<file path="config.mk">
export PLATFORM = sky130hd
export DESIGN_NAME = fetch_queue
export DESIGN_NICKNAME = d
export VERILOG_FILES = /design/src/rtl/fetch_pkg.sv /design/src/rtl/fetch_fifo.sv /design/src/rtl/fetch_queue.sv
export SDC_FILE = /design/constraint.sdc
export NUM_CORES = 1
export LEC_CHECK = 0
export ABC_AREA = 1
export CAP_MARGIN = 20
export CORE_ASPECT_RATIO = 0.7
export CORE_MARGIN = 1
export CORE_UTILIZATION = 45
export DETAILED_ROUTE_END_ITERATION = 7
export PLACE_DENSITY_LB_ADDON = 0.12
export SLEW_MARGIN = 5
export SYNTH_ARGS = -nofsm -noshare
export SYNTH_HDL_FRONTEND = slang
export SYNTH_SLANG_ARGS = --single-unit
</file>
<file path="constraint.sdc">
create_clock -name CLOCK -period 4.5 [get_ports CLOCK]
set_clock_uncertainty 0.2 [all_clocks]
set_input_delay 0.675 -clock CLOCK [delete_from_list [all_inputs] [get_ports CLOCK]]
set_output_delay 0.675 -clock CLOCK [all_outputs]
set_load 0.01 [all_outputs]
</file>
<file path="src/rtl/fetch_pkg.sv">
// fetch_pkg: shared fetch-path constants and the default queue entry type
package fetch_pkg;
  localparam int FETCH_XLEN = 32;
  localparam int FETCH_IW = 32;
  localparam int PC_STEP = 4;
  typedef struct packed {
    logic [FETCH_XLEN-1:0] pc;
    logic [FETCH_IW-1:0] instr;
  } fetch_entry_t;
endpackage

</file>
<file path="src/rtl/fetch_fifo.sv">
// fetch_fifo: synchronous prefetch FIFO with flush taking priority over push/pop
module fetch_fifo
  import fetch_pkg::*;
#(
  parameter int DEPTH = 4,
  parameter type entry_t = fetch_entry_t,
  localparam int AW = $clog2(DEPTH),
  localparam int CW = AW + 1
) (
  input  logic          clk,
  input  logic          push,
  input  logic          pop,
  input  logic          flush,
  input  entry_t        din,
  output entry_t        head,
  output logic [CW-1:0] count
);
  entry_t mem [DEPTH];
  logic [AW-1:0] rd_ptr;
  logic [AW-1:0] wr_ptr;
  assign head = (count != '0) ? mem[rd_ptr] : '0;
  // pointers wrap naturally at DEPTH; an empty queue presents an all-zero head
  always_ff @(posedge clk) begin
    if (flush) begin
      rd_ptr <= '0;
      wr_ptr <= '0;
      count <= '0;
    end else begin
      if (push) begin
        mem[wr_ptr] <= din;
        wr_ptr <= wr_ptr + AW'(1);
      end
      if (pop) rd_ptr <= rd_ptr + AW'(1);
      count <= count + CW'(push) - CW'(pop);
    end
  end
endmodule

</file>
<file path="src/rtl/fetch_queue.sv">
// fetch_queue: PC generator with credit-checked issue feeding a prefetch queue
module fetch_queue
  import fetch_pkg::*;
#(
  parameter int XLEN = FETCH_XLEN,
  parameter int IW = FETCH_IW,
  parameter int DEPTH = 4,
  parameter logic [XLEN-1:0] RESET_PC = '0,
  localparam int CW = $clog2(DEPTH) + 1
) (
  input  logic            CLOCK,
  input  logic            RESET,
  input  logic            ENABLE,
  output logic            IMEM_REQ,
  output logic [XLEN-1:0] IMEM_ADDR,
  input  logic [IW-1:0]   IMEM_DATA,
  input  logic            BRANCH_VALID,
  input  logic [XLEN-1:0] BRANCH_TARGET,
  output logic            OUT_VALID,
  input  logic            OUT_READY,
  output logic [IW-1:0]   OUT_INSTR,
  output logic [XLEN-1:0] OUT_PC,
  output logic [CW-1:0]   COUNT
);
  typedef struct packed {
    logic [XLEN-1:0] pc;
    logic [IW-1:0] instr;
  } entry_t;
  logic [XLEN-1:0] fetch_pc;
  logic [XLEN-1:0] req_pc;
  logic inflight;
  logic kill;
  logic [CW-1:0] count;
  entry_t head;
  entry_t din;
  assign din = {req_pc, IMEM_DATA};
  assign IMEM_REQ = RESET & ENABLE & !BRANCH_VALID & ((count + CW'(inflight)) < CW'(DEPTH));
  assign IMEM_ADDR = fetch_pc;
  assign OUT_VALID = ENABLE & (count != '0);
  assign OUT_INSTR = head.instr;
  assign OUT_PC = head.pc;
  assign COUNT = count;
  fetch_fifo #(.DEPTH(DEPTH), .entry_t(entry_t)) u_fifo (
    .clk(CLOCK),
    .push(inflight & !kill),
    .pop(OUT_VALID & OUT_READY),
    .flush(!RESET | BRANCH_VALID),
    .din(din),
    .head(head),
    .count(count)
  );
  // redirect outranks issue; the in-flight slot is dropped by marking it killed
  always_ff @(posedge CLOCK) begin
    if (!RESET) begin
      fetch_pc <= RESET_PC;
      req_pc <= '0;
      inflight <= 1'b0;
      kill <= 1'b0;
    end else if (BRANCH_VALID) begin
      fetch_pc <= BRANCH_TARGET & ~XLEN'(3);
      kill <= inflight;
      inflight <= 1'b0;
    end else begin
      inflight <= IMEM_REQ;
      kill <= 1'b0;
      if (IMEM_REQ) begin
        fetch_pc <= fetch_pc + XLEN'(PC_STEP);
        req_pc <= fetch_pc;
      end
    end
  end
endmodule
</file>
==> metrics.md <==
| Metric | Value |
|---|---|
| Final wirelength | `32.31 mm` |
| Clk sink count | `319` |
| Initial DRC Count | `769` |
| Synth Area in Adders | `0.008088` |
| Detailed-route DRC error count | `0` |
| CP Launch Type | `flop` |
| Post-CTS Hold Fix Bufs | `0` |
| Synth Area in XOR/XNOR | `0.003292` |
| RR Startpoint | `u_fifo.count[2]$_SDFF_PP0_` |
| Synth Area in Compound Gates | `0.1079` |
| Power density over cell area | `385.1 mW/mm^2` |
| Placed Cells incl. Taps | `1804` |
| Cell Area, Placed | `0.01536 mm^2` |
| RSZ-0062 raised after global routing | `no` |
| HP Class | `reg -> reg` |
| Boundary pin count | `170` |
| Vias in the first global route | `9035` |
| Clk slew on worst S/H paths | `0.06 ns` |
| Area growth from synthesis to layout | `23.90%` |
| Largest net degree at the start of global routing | `125` |
| Final worst path period need | `3.675 ns` |
| Fmax achieved | `272.1 MHz` |
| Via density per instance | `5.120` |
| Max clock buf depth | `3` |
| Global-route usage over all layers | `0.2142` |
| Setup crit end | `OUT_PC[15]` |
| R2r endpoint | `u_fifo.count[2]$_SDFF_PP0_` |
| Slew Limit Fails | `0` |
| Crit-path cells | `buf_12 > nor2_1 > nor2_1 > o21ai_0 > a21oi_1 > clkdlybuf4s50_1` |
| Mapped cell area | `0.01330 mm^2` |
| CTS tree | `done` |
| Max-slew headroom | `0.4221` |
| Largest family of logic cells by synthesized area | `simple AND/OR/NAND/NOR gates` |
| WP data required | `3.62 ns` |
| Post-synth ARST share | `0` |
| Reg2reg setup slack | `1.89 ns` |
| Die height | `145.9 um` |
| Seq/Total Area, Yosys | `0.6666` |
| Fin crit share | `0.8168` |
| Primary FF master, synth | `edfxtp_1` |
| Share of layout cells above drive strength 1 | `0.06725` |
| Util after Layout | `0.5693` |
| Fin. Hold Viols | `0` |
| Post-synth EDFFs | `248` |
| CP max stage delay | `0.62 ns` |
| Post-CTS setup buffer count | `0` |
| Syn_area_per_cell | `10.16 um^2` |
| Distinct cells, synth | `36` |
| Cells after Synth | `1310` |
| WP data arrival | `2.80 ns` |
| #FFs+latches synth | `319` |
| Wire per inst | `17.32 um` |
| # diodes | `0` |
| CTS-repair resized insts | `0` |
| Sum Neg Setup Slack | `0 ns` |
| DR vias | `9549` |
| Critical Path Fanout Max | `90` |
| Inserted Clock Buffers | `34` |
| Final Wtd Congestion | `0.8963` |
| Simple-gate share of the synthesized area | `0.1674` |
| Max VDD drop | `271.7 uV` |
| Initial Util | `0.4595` |
| Leakage power | `5.807 nW` |
| Global route overflow | `0` |
| Core area | `0.02895 mm^2` |
| Chip width | `207.5 um` |
| Worst-margin pin slew | `0.8668 ns` |
| Final net count | `1539` |
| Root Driver | `clkbuf_16` |
| Finished Cell Area | `0.01648 mm^2` |
| CP endpoint kind | `output pin` |
| Worst r2r path cells | `8` |
| Die area | `0.03027 mm^2` |
| Initial antenna violation count | `0` |
| Setup CP Type | `reg -> out` |
| WP buf/inv | `2` |
| Status | `finished, final reports clean` |
| Routed Antenna Nets | `0` |
| TritonRoute pass-1 iters | `5` |
| Final setup violation count | `0` |
| CP max stage cell | `dfxtp_4` |
| H-tree depth | `2` |
| Critical Path Stages | `6` |
| Rows | `52` |
| Max-Cap Viols | `0` |
| Fraction of synthesized area in multiplexers | `0` |
| Largest delay contributor family on the critical path | `buffers and inverters` |
| DP HPWL | `19.13 mm` |
| First-pass GRT wire length | `50.57 mm` |
| Non-Filler Instances | `1865` |
| Clk Latency, worst-skew pair | `0.52 ns` |
| Yosys Warn Count | `0` |
| CP dominant cell by count | `nor2_1` |
| IO buf count | `163` |
==> report_power, final <==
group          internal (W)  total [W]  switching, W  leakage [nW]
combinational      0.000142   0.000297      0.000155          2.28
sequential          0.00320    0.00324     0.0000439          2.98
clock               0.00169    0.00281       0.00112         0.548
==> logic make-up after synthesis <==
group | Yosys count
buffers and inverters | 147
AND/OR/NAND/NOR | 549
adder cells (fa/ha/maj) | 8
flip-flops | 319
AO/OA/AOI/OAI | 281
XOR/XNOR | 5
other | 1
==> worst register-to-register path, cell delays in order (launching register included) <==
cell	delay, ns
dfxtp_1	0.39
nor3_4	0.62
nor3_2	0.14
ha_1	0.32
inv_1	0.04
ha_1	0.18
fa_1	0.38
xnor2_1	0.19
nor2_1	0.06
==> cell usage in the layout, fill, tap and decap left out, types with 2 or more instances in the layout <==
master           instances
clkinv_2                 7
dfxtp_1                 69
o21ai_0                157
clkbuf_16               35
ha_1                     7
and2_1                   2
buf_4                   13
nand2_1                173
bufinv_16                4
nand4_1                  4
a21oi_1                113
o22ai_1                  2
buf_12                   7
nor2_4                   5
clkbuf_8                 2
clkinv_1                 5
inv_1                   73
xnor2_1                  4
inv_2                    4
conb_1                   4
nand2_2                  4
clkdlybuf4s50_1        163
nor2_2                   7
nor2_1                 301
a22oi_1                  3
clkbuf_1                 5
o21ba_2                  2
clkinvlp_4               2
nand3_1                 48
edfxtp_1               248
==> area by class of cell <==
class                      instances  area [um^2]
sequential                       319         8874
timing repair buffer             183         1869
clock inverter                    19        197.7
clock buffer                      42        922.1
inverter                          77        289.0
multi-input combinational        847         3859
tap                              378        473.0
fill                            2453        12470
==> how the worst min path moves through the flow <==
| stage | start | end | slack (ns) | depth (start not counted) |
|---|---|---|---|---|
| 4_1_cts | u_fifo.rd_ptr[1]$_SDFFE_PP0P_ | flop | 0.26 | 2 |
| 2_1_floorplan | u_fifo.rd_ptr[1]$_SDFFE_PP0P_ | flop | 0.24 | 2 |
| 3_5_place_dp | u_fifo.rd_ptr[1]$_SDFFE_PP0P_ | flop | 0.25 | 2 |
| 5_1_grt | u_fifo.rd_ptr[1]$_SDFFE_PP0P_ | flop | 0.31 | 2 |
| 6_report | u_fifo.rd_ptr[1]$_SDFFE_PP0P_ | flop | 0.26 | 2 |
| 3_3_place_gp | u_fifo.rd_ptr[1]$_SDFFE_PP0P_ | flop | 0.25 | 2 |
==> synthesized netlist by cell type, types with 2 or more instances <==
master | instances | area, um^2
a21oi_1 | 113 | 565.5
a22oi_1 | 3 | 22.52
and2_1 | 2 | 12.51
buf_2 | 14 | 70.07
buf_4 | 9 | 67.56
buf_6 | 2 | 22.52
clkbuf_1 | 44 | 165.2
dfxtp_1 | 71 | 1421
edfxtp_1 | 248 | 7447
ha_1 | 7 | 87.58
inv_1 | 73 | 274.0
inv_2 | 4 | 15.01
nand2_1 | 173 | 649.4
nand2_2 | 4 | 25.02
nand3_1 | 48 | 240.2
nand4_1 | 4 | 25.02
nor2_1 | 305 | 1145
nor2_2 | 7 | 43.79
o21ai_0 | 157 | 785.8
o21ba_2 | 2 | 20.02
o22ai_1 | 2 | 12.51
xnor2_1 | 4 | 35.03
==> sequential cells by signal (all words and copies together), names as in the netlist, named ones only <==
| register | cells |
|---|---|
| u_fifo.mem | 248 |
| IMEM_ADDR | 30 |
| req_pc | 30 |
| u_fifo.count | 3 |
| u_fifo.rd_ptr | 2 |
| u_fifo.wr_ptr | 2 |
| inflight | 1 |
| kill | 1 |
==> per-stage QoR <==
stage               setup slack, ns  hold slack, ns  power [W]
CTS                          0.7475          0.2649   0.006413
finish                       0.8245          0.2601   0.006348
detailed placement            1.078          0.2526   0.003599
global route                 0.6122          0.3096   0.006552
global placement              1.096          0.2481   0.003595
floorplan                   0.05692          0.2359   0.003424
==> layer usage <==
metal	track usage	vias to the layer above	routed length [um]
met4	0.05037	0	490
met5	0	-	0
met2	0.3295	247	14450
met1	0.3127	4526	15400
met3	0.04294	38	1966
li1	-	4738	-
(Power assumes the default switching activity.)
